===== src/rtl/beehive_noc_msg_framer.sv =====
// NoC message framer: emits a header flit, then metadata and payload flits, on one val/rdy channel.
// The declared length is authoritative; short payloads are zero-padded, long ones are drained.
module beehive_noc_msg_framer #(
   parameter int NOC_DATA_W = 512,
   parameter int CHIPID_W   = 14,
   parameter int XY_W       = 8,
   parameter int FBITS_W    = 4,
   parameter int MSG_LEN_W  = 22,
   parameter int MSG_TYPE_W = 8,
   parameter int META_W     = 8,
   parameter int BYTES_W    = 16,
   parameter int unsigned SRC_CHIPID = 0,
   parameter int unsigned SRC_X      = 0,
   parameter int unsigned SRC_Y      = 0,
   parameter int unsigned SRC_FBITS  = 0
) (
   input  logic                  clk,
   input  logic                  rst_n,
   input  logic                  hdr_val,
   output logic                  hdr_rdy,
   input  logic [CHIPID_W-1:0]   hdr_dst_chip_id,
   input  logic [XY_W-1:0]       hdr_dst_x,
   input  logic [XY_W-1:0]       hdr_dst_y,
   input  logic [FBITS_W-1:0]    hdr_dst_fbits,
   input  logic [MSG_TYPE_W-1:0] hdr_msg_type,
   input  logic [META_W-1:0]     hdr_meta_flits,
   input  logic [BYTES_W-1:0]    hdr_data_bytes,
   input  logic                  meta_val,
   output logic                  meta_rdy,
   input  logic [NOC_DATA_W-1:0] meta_data,
   input  logic                  data_val,
   output logic                  data_rdy,
   input  logic [NOC_DATA_W-1:0] data_data,
   input  logic                  data_last,
   output logic                  noc_val,
   input  logic                  noc_rdy,
   output logic [NOC_DATA_W-1:0] noc_data,
   output logic                  err_len,
   input  logic                  err_clr
);

   localparam int BPF      = NOC_DATA_W / 8;
   localparam int LOG2_BPF = $clog2(BPF);
   localparam int DCNT_W   = BYTES_W + 1;
   localparam int HDR_W    = 2*CHIPID_W + 4*XY_W + 2*FBITS_W + MSG_LEN_W + MSG_TYPE_W + META_W;

   localparam logic [CHIPID_W-1:0] SRC_CHIPID_C = SRC_CHIPID[CHIPID_W-1:0];
   localparam logic [XY_W-1:0]     SRC_X_C      = SRC_X[XY_W-1:0];
   localparam logic [XY_W-1:0]     SRC_Y_C      = SRC_Y[XY_W-1:0];
   localparam logic [FBITS_W-1:0]  SRC_FBITS_C  = SRC_FBITS[FBITS_W-1:0];

   typedef enum logic [2:0] {
      IDLE  = 3'd0,
      HDR   = 3'd1,
      META  = 3'd2,
      DATA  = 3'd3,
      PAD   = 3'd4,
      DRAIN = 3'd5
   } state_t;

   state_t                state_r;
   logic [NOC_DATA_W-1:0] hdr_r;
   logic [META_W-1:0]     meta_cnt_r;
   logic [DCNT_W-1:0]     data_cnt_r;
   logic                  err_len_r;

   logic [DCNT_W-1:0]     dflits_s;
   logic [MSG_LEN_W-1:0]  msg_len_s;
   logic                  hdr_rdy_s;
   logic                  meta_rdy_s;
   logic                  data_rdy_s;
   logic                  noc_val_s;
   logic [NOC_DATA_W-1:0] noc_data_s;
   logic                  err_set_s;

   function automatic logic [DCNT_W-1:0] calc_dflits(input logic [BYTES_W-1:0] bytes);
      logic [DCNT_W-1:0] sum;
      sum = DCNT_W'(bytes) + DCNT_W'(BPF - 1);
      return sum >> LOG2_BPF;
   endfunction

   function automatic logic [NOC_DATA_W-1:0] build_header(
      input logic [CHIPID_W-1:0]   chip,
      input logic [XY_W-1:0]       x,
      input logic [XY_W-1:0]       y,
      input logic [FBITS_W-1:0]    fbits,
      input logic [MSG_LEN_W-1:0]  len,
      input logic [MSG_TYPE_W-1:0] mtype,
      input logic [META_W-1:0]     meta
   );
      logic [HDR_W-1:0] fields;
      fields = {chip, x, y, fbits, len, mtype,
                SRC_CHIPID_C, SRC_X_C, SRC_Y_C, SRC_FBITS_C, meta};
      return NOC_DATA_W'(fields) << (NOC_DATA_W - HDR_W);
   endfunction

   assign dflits_s  = calc_dflits(hdr_data_bytes);
   assign msg_len_s = MSG_LEN_W'(hdr_meta_flits) + MSG_LEN_W'(dflits_s);

   // Handshake and output steering; everything is held quiet while reset is asserted
   always_comb begin
      hdr_rdy_s  = 1'b0;
      meta_rdy_s = 1'b0;
      data_rdy_s = 1'b0;
      noc_val_s  = 1'b0;
      noc_data_s = {NOC_DATA_W{1'b0}};
      err_set_s  = 1'b0;
      if (rst_n) begin
         case (state_r)
            IDLE: hdr_rdy_s = 1'b1;
            HDR: begin
               noc_val_s  = 1'b1;
               noc_data_s = hdr_r;
            end
            META: begin
               noc_val_s  = meta_val;
               noc_data_s = meta_data;
               meta_rdy_s = noc_rdy;
            end
            DATA: begin
               noc_val_s  = data_val;
               noc_data_s = data_data;
               data_rdy_s = noc_rdy;
               if (data_val && noc_rdy) begin
                  err_set_s = (data_cnt_r == DCNT_W'(1)) ? !data_last : data_last;
               end else begin
                  err_set_s = 1'b0;
               end
            end
            PAD:     noc_val_s  = 1'b1;
            DRAIN:   data_rdy_s = 1'b1;
            default: noc_val_s  = 1'b0;
         endcase
      end else begin
         hdr_rdy_s = 1'b0;
      end
   end

   // Message FSM and flit counters
   always_ff @(posedge clk) begin
      if (!rst_n) begin
         state_r    <= IDLE;
         hdr_r      <= {NOC_DATA_W{1'b0}};
         meta_cnt_r <= {META_W{1'b0}};
         data_cnt_r <= {DCNT_W{1'b0}};
      end else begin
         case (state_r)
            IDLE: begin
               if (hdr_val) begin
                  hdr_r      <= build_header(hdr_dst_chip_id, hdr_dst_x, hdr_dst_y, hdr_dst_fbits,
                                             msg_len_s, hdr_msg_type, hdr_meta_flits);
                  meta_cnt_r <= hdr_meta_flits;
                  data_cnt_r <= dflits_s;
                  state_r    <= HDR;
               end
            end
            HDR: begin
               if (noc_rdy) begin
                  if (meta_cnt_r != {META_W{1'b0}})      state_r <= META;
                  else if (data_cnt_r != {DCNT_W{1'b0}}) state_r <= DATA;
                  else                                   state_r <= IDLE;
               end
            end
            META: begin
               if (meta_val && noc_rdy) begin
                  meta_cnt_r <= meta_cnt_r - META_W'(1);
                  if (meta_cnt_r == META_W'(1)) begin
                     state_r <= (data_cnt_r != {DCNT_W{1'b0}}) ? DATA : IDLE;
                  end
               end
            end
            DATA: begin
               if (data_val && noc_rdy) begin
                  data_cnt_r <= data_cnt_r - DCNT_W'(1);
                  if (data_cnt_r == DCNT_W'(1)) state_r <= data_last ? IDLE : DRAIN;
                  else if (data_last)           state_r <= PAD;
               end
            end
            PAD: begin
               if (noc_rdy) begin
                  data_cnt_r <= data_cnt_r - DCNT_W'(1);
                  if (data_cnt_r == DCNT_W'(1)) state_r <= IDLE;
               end
            end
            DRAIN: begin
               if (data_val && data_last) state_r <= IDLE;
            end
            default: state_r <= IDLE;
         endcase
      end
   end

   // Sticky length-mismatch flag; a new mismatch beats a simultaneous clear
   always_ff @(posedge clk) begin
      if (!rst_n)         err_len_r <= 1'b0;
      else if (err_set_s) err_len_r <= 1'b1;
      else if (err_clr)   err_len_r <= 1'b0;
      else                err_len_r <= err_len_r;
   end

   assign hdr_rdy  = hdr_rdy_s;
   assign meta_rdy = meta_rdy_s;
   assign data_rdy = data_rdy_s;
   assign noc_val  = noc_val_s;
   assign noc_data = noc_data_s;
   assign err_len  = err_len_r;

endmodule

===== config.mk =====
export PLATFORM = sky130hd
export DESIGN_NAME = beehive_noc_msg_framer
export DESIGN_NICKNAME = d
export VERILOG_FILES = /design/src/rtl/beehive_noc_msg_framer.sv
export SDC_FILE = /design/constraint.sdc
export NUM_CORES = 1
export LEC_CHECK = 0
export CAP_MARGIN = 0
export CORE_AREA = 2 2 628 630
export DETAILED_ROUTE_END_ITERATION = 7
export DIE_AREA = 0 0 630 632
export GPL_TIMING_DRIVEN = 0
export PLACE_DENSITY = 0.3
export SLEW_MARGIN = 15
export SYNTH_ARGS = -nofsm -noshare
export SYNTH_HDL_FRONTEND = slang
export SYNTH_SLANG_ARGS = --single-unit

===== constraint.sdc =====
create_clock -name clk -period 3.65 [get_ports clk]
set_input_delay 0.73 -clock clk [delete_from_list [all_inputs] [get_ports clk]]
set_output_delay 0.73 -clock clk [all_outputs]
set_load 0.05 [all_outputs]

==> flow_summary.json, run 1 <==
{
  "via_count": 24040,
  "worst_hold_path_type": "flop to flop",
  "drt_wl_total_microns": 330000,
  "design_area_sq_um": 36400,
  "antenna_found_initial": 183,
  "slowest_delay_ps": 370,
  "drcViolationCount": 0,
  "clock-sinks": 91,
  "grt_setup_unrepaired": "true",
  "hold_viol_final": 0,
  "cts_root_buffer": "clkbuf_16",
  "grt_pass1_vias": 23439,
  "synth-seq-cells": 91,
  "synth_area_sq_um": 11600,
  "ys.flop_type": "dfxtp_1",
  "drt_first_pass_iters": 5,
  "fillers": 45972,
  "start_util": 0.0297,
  "peakVddDrop_uv": 223,
  "placed_cell_area_sq_um": 34600,
  "numCtsBuffers": 9,
  "grt_max_degree": 19,
  "ctsHtreeMaxLevel": 3,
  "cp_common_cell": "buf_12",
  "finalCritPeriodShare": 0.991,
  "ys_types": 59,
  "clk_latency_ps": 430,
  "finalWeightedCongestion": 1.08,
  "grt_pass1_wl_microns": 380000,
  "cp.arrival_ps": 2890,
  "synth_seq_area_share": 0.157,
  "core_area_sq_um": 391000,
  "cts_max_path_buffers": 2,
  "setup_viol": 0,
  "clkTransAtPathRegs_ps": 80,
  "dp_hpwl_microns": 306000,
  "post-route-util": 0.0930,
  "path_cells": "buf_12 -> nor3_4 -> buf_12 -> buf_12 -> clkbuf_4 -> clkbuf_4 -> a22oi_2 -> nor2_2 -> buf_2",
  "die_x_microns": 630,
  "die_h_microns": 632,
  "status": "completed",
  "startpoint_type": "flop",
  "cap_viol_max_count": 0,
  "critical_path_required_ps": 2920,
  "crit_fanout": 10,
  "syn2layout_area_growth_pct": 213,
  "finClkSkew_ps": 26.7,
  "worst_slew_pin_slew_ps": 1130,
  "endpoint_kind": "output pin",
  "dieArea_sq_um": 398000,
  "post-route-min-period_ps": 3620,
  "drt_iter0_drc": 1924,
  "critical_path_class": "flop to output pin",
  "final_nets": 4626,
  "syn_avg_cell_area_sq_um": 6.29,
  "pwr_density_cell_nw_per_um2": 415,
  "synth_nets": 2962,
  "report.final.slew_viol_count": 0,
  "max_slew_margin": 0.247,
  "synth_enable_flop_cells": 0,
  "ioPinCount": 1615,
  "wire_per_inst_microns": 37.6,
  "layout-drive-gt1-share": 0.296,
  "p_leak_nw": 11.4,
  "io_buffer_count": 1612,
  "grt_overflow_total": 0,
  "total_power_w": 0.0151,
  "yosysWarnings": 0,
  "setup_tns_ps": 0,
  "cts_tree": "built",
  "syn_inst": 1848,
  "rows": 230,
  "grt_usage": 0.157,
  "via_per_inst": 2.74,
  "async_reset_ff_frac": 0,
  "max_clock_freq_mhz": 277,
  "drtAntennaViolNets": 0,
  "slowest_stage": "dfxtp_4"
}
-- critical path, delay by kind of cell, from the launching register on --
kind,cells,cell delay (ps)
buf+inv,6,1340
simple gates,2,440
flops,1,370
compound gates,1,260
-- worst paths after layout --
check | startpoint | to | slack [ps] | depth (start not counted)
worst max-delay path | state_r[2] | noc_data[241] | 30 | 9
worst min-delay path | hdr_r[499] | hdr_r[499] | 460 | 2
worst max register to register | data_cnt_r[4] | state_r[2] | 480 | 10
worst min register to register | hdr_r[499] | hdr_r[499] | 460 | 2
-- synthesized netlist by cell type (9+ instances only) --
master    number  area, sq um
nor2_1       565         2120
a22oi_1      516         3870
clkbuf_1     178          668
nand2_1      128          480
dfxtp_1       91         1820
a21oi_1       81          405
mux2_2        62          698
buf_1         29          109
o21ai_0       18         90.1
ha_1          15          188
inv_1         15         56.3
nor3_1        13         65.1
xnor2_1       13          114
xor2_1        13          114
nand3_1       11         55.1
and3_1         9         56.3
-- layout by cell type, fill, tap and decap left out, drive strengths merged, types with 9 or more instances in the layout --
cell type,Yosys,final
clkdlybuf4s50,0,1097
nor2,565,565
a22oi,516,516
buf,32,357
clkbuf,178,271
nand2,129,129
clkdlybuf4s15,0,106
dfxtp,91,91
a21oi,81,81
mux2,62,62
diode,0,38
inv,16,20
o21ai,19,19
dlygate4sd2,0,18
ha,15,15
dlymetal6s2s,0,14
xor2,13,13
nor3,13,13
xnor2,13,13
nand3,11,11
and3,10,10
clkdlybuf4s18,0,9
-- power by group --
group / total (W) / switching [W] / internal, W / leakage [nW]
Sequential: 0.00142 / 0.000205 / 0.00121 / 0.748
Clock: 0.00117 / 0.000617 / 0.000552 / 0.152
Combinational: 0.0125 / 0.00860 / 0.00390 / 10.5
-- state kept, by name, summed over array words and instances (netlist names) --
name and flops:
err_len 1, data_cnt_r 17, state_r 3, meta_cnt_r 8, hdr_r 62
-- metal layers --
metal	up-vias	global-route usage	part of all wire
li1	10118	-	-
met1	11946	0.177	0.38
met2	1495	0.274	0.48
met3	395	0.0522	0.085
met4	86	0.0571	0.047
met5	-	0	0.0017
-- through the flow --
step / setup slack (ps) / hold WS (ps) / instances
2_1_floorplan: 265 / 432 / 1848
3_3_place_gp: -6880 / 443 / 8680
3_5_place_dp: -2500 / 448 / 8699
4_1_cts: -215 / 461 / 8717
5_1_grt: -55.9 / 481 / 8758
6_report: 33.5 / 459 / 8775
-- logic make-up after synthesis --
family	count (synthesis)	share of synthesized area
xor+xnor	26	0.0196
buf+inv	226	0.0733
fa+ha+maj	17	0.0187
simple gates	775	0.270
compound gates	649	0.399
mux	64	0.0629
flops	91	0.157
-- layout make-up --
class	instances	area (sq um)	share of cell area
clock inverter	7	91.3	0.00251
tap	5220	6530	0.179
multi-input combinational	1531	10200	0.279
clock buffer	9	225	0.00619
antenna	38	95.1	0.00261
buffer	208	1520	0.0417
sequential	91	1830	0.0504
timing repair buffer	1655	15900	0.436
inverter	16	60.1	0.00165
-- repair_timing --
| item | CTS | global route |
|---|---|---|
| resized for setup | 2518 | 477 |
| pin swaps | 31 | 33 |
| endpoints found under the setup margin | 523 | 504 |
| hold buffers | 0 | 0 |
| cloned | 1 | 2 |
| buffers inserted | 3 | 18 |
Note: power is estimated with default switching activity, not from simulation.
==> run 2, diff against run 1 <==
CELL_PAD_IN_SITES_DETAIL_PLACEMENT = 0   (was default)
CELL_PAD_IN_SITES_GLOBAL_PLACEMENT = 1   (was default)
CORE_AREA = 2 2 625 627   (was 2 2 628 630)
DIE_AREA = 0 0 627 629   (was 0 0 630 632)
==> run 2 against run 1 <==
  * Global-route usage barely moved
  * Setup slack got worse by 10 ps
  * Wire length fell by 1.8%
  * Sequential power barely moved
  * Utilization barely moved
  * Largest cell class unchanged
==> flow_summary.json, run 2 (synthesized netlist as in run 1, its figures left out) <==
{
  "max_clock_freq_mhz": 276,
  "grt-busiest-layer": "met2",
  "die_x_microns": 627,
  "grt_use_met3": 0.0612,
  "grt_max_degree": 20,
  "ioPinCount": 1615,
  "peakVddDrop_uv": 270,
  "clk_latency_ps": 420,
  "regToRegSetupSlack_ps": 490,
  "drtAntennaViolNets": 0,
  "cts_hold_buffers": 0,
  "drt_iter0_drc": 1514,
  "via_per_inst": 2.69,
  "report.final.slew_viol_count": 0,
  "pwr_density_cell_nw_per_um2": 392,
  "critical_path_required_ps": 3980,
  "post-route-util": 0.0926,
  "regMostFlops": "hdr_r",
  "path_buf_inv": 2,
  "p_leak_nw": 10.9,
  "finalWeightedCongestion": 0.928,
  "worst_hold_path_type": "flop to flop",
  "setup_ws_ps": 23.2,
  "finalCritPeriodShare": 0.994,
  "wire_per_inst_microns": 37.1,
  "worst_slew_pin_slew_ps": 1030,
  "slowest_stage": "clkdlybuf4s50_1",
  "path_delay_family": "compound AO/OA/AOI/OAI gates",
  "max_slew_margin": 0.311,
  "setup.worst_path.start": "hdr_data_bytes[2]",
  "finalNonFillerCells": 8722,
  "clock-sinks": 91,
  "slowest_delay_ps": 520,
  "status": "completed",
  "endpoint_kind": "flop",
  "dpl.cell_count": 8667,
  "grt_overflow_total": 0,
  "startpoint_type": "primary input",
  "post-route-min-period_ps": 3630,
  "drt_wl_total_microns": 324000,
  "grt_pass1_vias": 23374,
  "core_area_sq_um": 388000,
  "crit_path_end": "hdr_r[465]",
  "critical_path_class": "primary input to flop",
  "top_regs": "hdr_r (62), data_cnt_r (17), meta_cnt_r (8)",
  "cp.arrival_ps": 3960,
  "reg2regPathDepth": 10,
  "final_nets": 4605,
  "hold_viol_final": 0,
  "drt_first_pass_iters": 5,
  "drcViolationCount": 0,
  "antenna_found_initial": 202,
  "use_met2": 0.305,
  "path_cells": "clkdlybuf4s50_1 -> nor4_4 -> buf_4 -> a211oi_4 -> nand3_1 -> xnor2_2 -> ha_1 -> and2_1 -> a2111oi_4 -> a21oi_1 -> o31ai_2 -> a21oi_1 -> a311oi_1",
  "syn2layout_area_growth_pct": 209,
  "ctsHtreeMaxLevel": 3,
  "finClkSkew_ps": 15.6,
  "crit_fanout": 5,
  "die_h_microns": 629,
  "grt_usage": 0.158,
  "total_power_w": 0.0141,
  "setup_viol": 0,
  "cap_viol_max_count": 0,
  "via_count": 23427,
  "cp_num_cells": 13,
  "cts_root_buffer": "clkbuf_16",
  "gr-usage-met1": 0.161,
  "start_util": 0.0300,
  "rows": 229,
  "final_cell_mix": "1096 x clkdlybuf4s50_1, 483 x nor2_1, 442 x a22oi_1, 191 x clkdlybuf4s15_2, 144 x buf_4",
  "dp_hpwl_microns": 302000,
  "final_common_cell": "clkdlybuf4s50_1",
  "cts_tree": "built",
  "grt_pass1_wl_microns": 377000,
  "layout-drive-gt1-share": 0.274,
  "dieArea_sq_um": 394000,
  "post-place-ws_ps": -2670,
  "io_buffer_count": 1612,
  "numCtsBuffers": 9,
  "cts_max_path_buffers": 2,
  "grt_setup_unrepaired": "true",
  "largest_reg_flops": 62,
  "timing.rr.end": "state_r[2]",
  "timing.rr.start": "data_cnt_r[4]",
  "timing.hold.ws_ps": 459,
  "cp_common_cell": "a21oi_1",
  "clkTransAtPathRegs_ps": 90
}
[run 2: timing repair]
item                       in CTS  in global routing
cloned                          2                  0
setup endpoints to repair     523                 98
pin swaps                      26                  8
setup buffers                  10                  2
resized for setup            2629                 99
[run 2: where the power goes]
part           switching, W  leakage (nW)  total [W]  internal (W)
registers          0.000199         0.748    0.00141       0.00121
logic               0.00787          10.0     0.0116       0.00372
clock network      0.000608         0.140    0.00109      0.000485
[run 2: cell type report]
cell class                 count  area, sq um
inverter                      16         65.1
buffer                       206         1520
multi-input combinational   1531         9820
fill                       45274       352000
antenna                       30         75.1
clock inverter                 5         38.8
sequential                    91         1830
clock buffer                  10          239
timing repair buffer        1636        15800
tap                         5197         6500
[run 2: how the worst min path moves through the flow]
stage	cells past startpoint	endpoint	start
final	2	hdr_r[483]	hdr_r[483]
after global routing	2	hdr_r[413]	hdr_r[413]
after CTS	2	hdr_r[483]	hdr_r[483]
after detailed placement	2	hdr_r[408]	hdr_r[408]
after global placement	2	hdr_r[449]	hdr_r[449]
after floorplan	2	hdr_r[463]	hdr_r[463]
[run 2: metal layers]
metal  routed length, microns  vias to the layer above
li1                         -                    10054
met1                   113000                    11610
met3                    29700                      366
met5                      771                        -
met2                   174000                     1277
met4                     5990                      120
[run 2: worst register-to-register path, stage by stage, from the launching register on]
cell,delay [ps]
dfxtp_1,360
or4_4,590
nor4_4,350
nand4_1,320
ha_1,280
and3b_1,190
mux4_2,230
o221ai_1,230
a21oi_1,220
mux2i_1,220
nor2_1,50
[run 2: metrics by stage]
step | instance area [sq um] | setup TNS [ps]
2_1_floorplan | 11600 | 0
3_5_place_dp | 34400 | -922140
3_3_place_gp | 34300 | -2149770
5_1_grt | 35800 | -66.0
6_report | 35900 | 0
4_1_cts | 35800 | -85.0
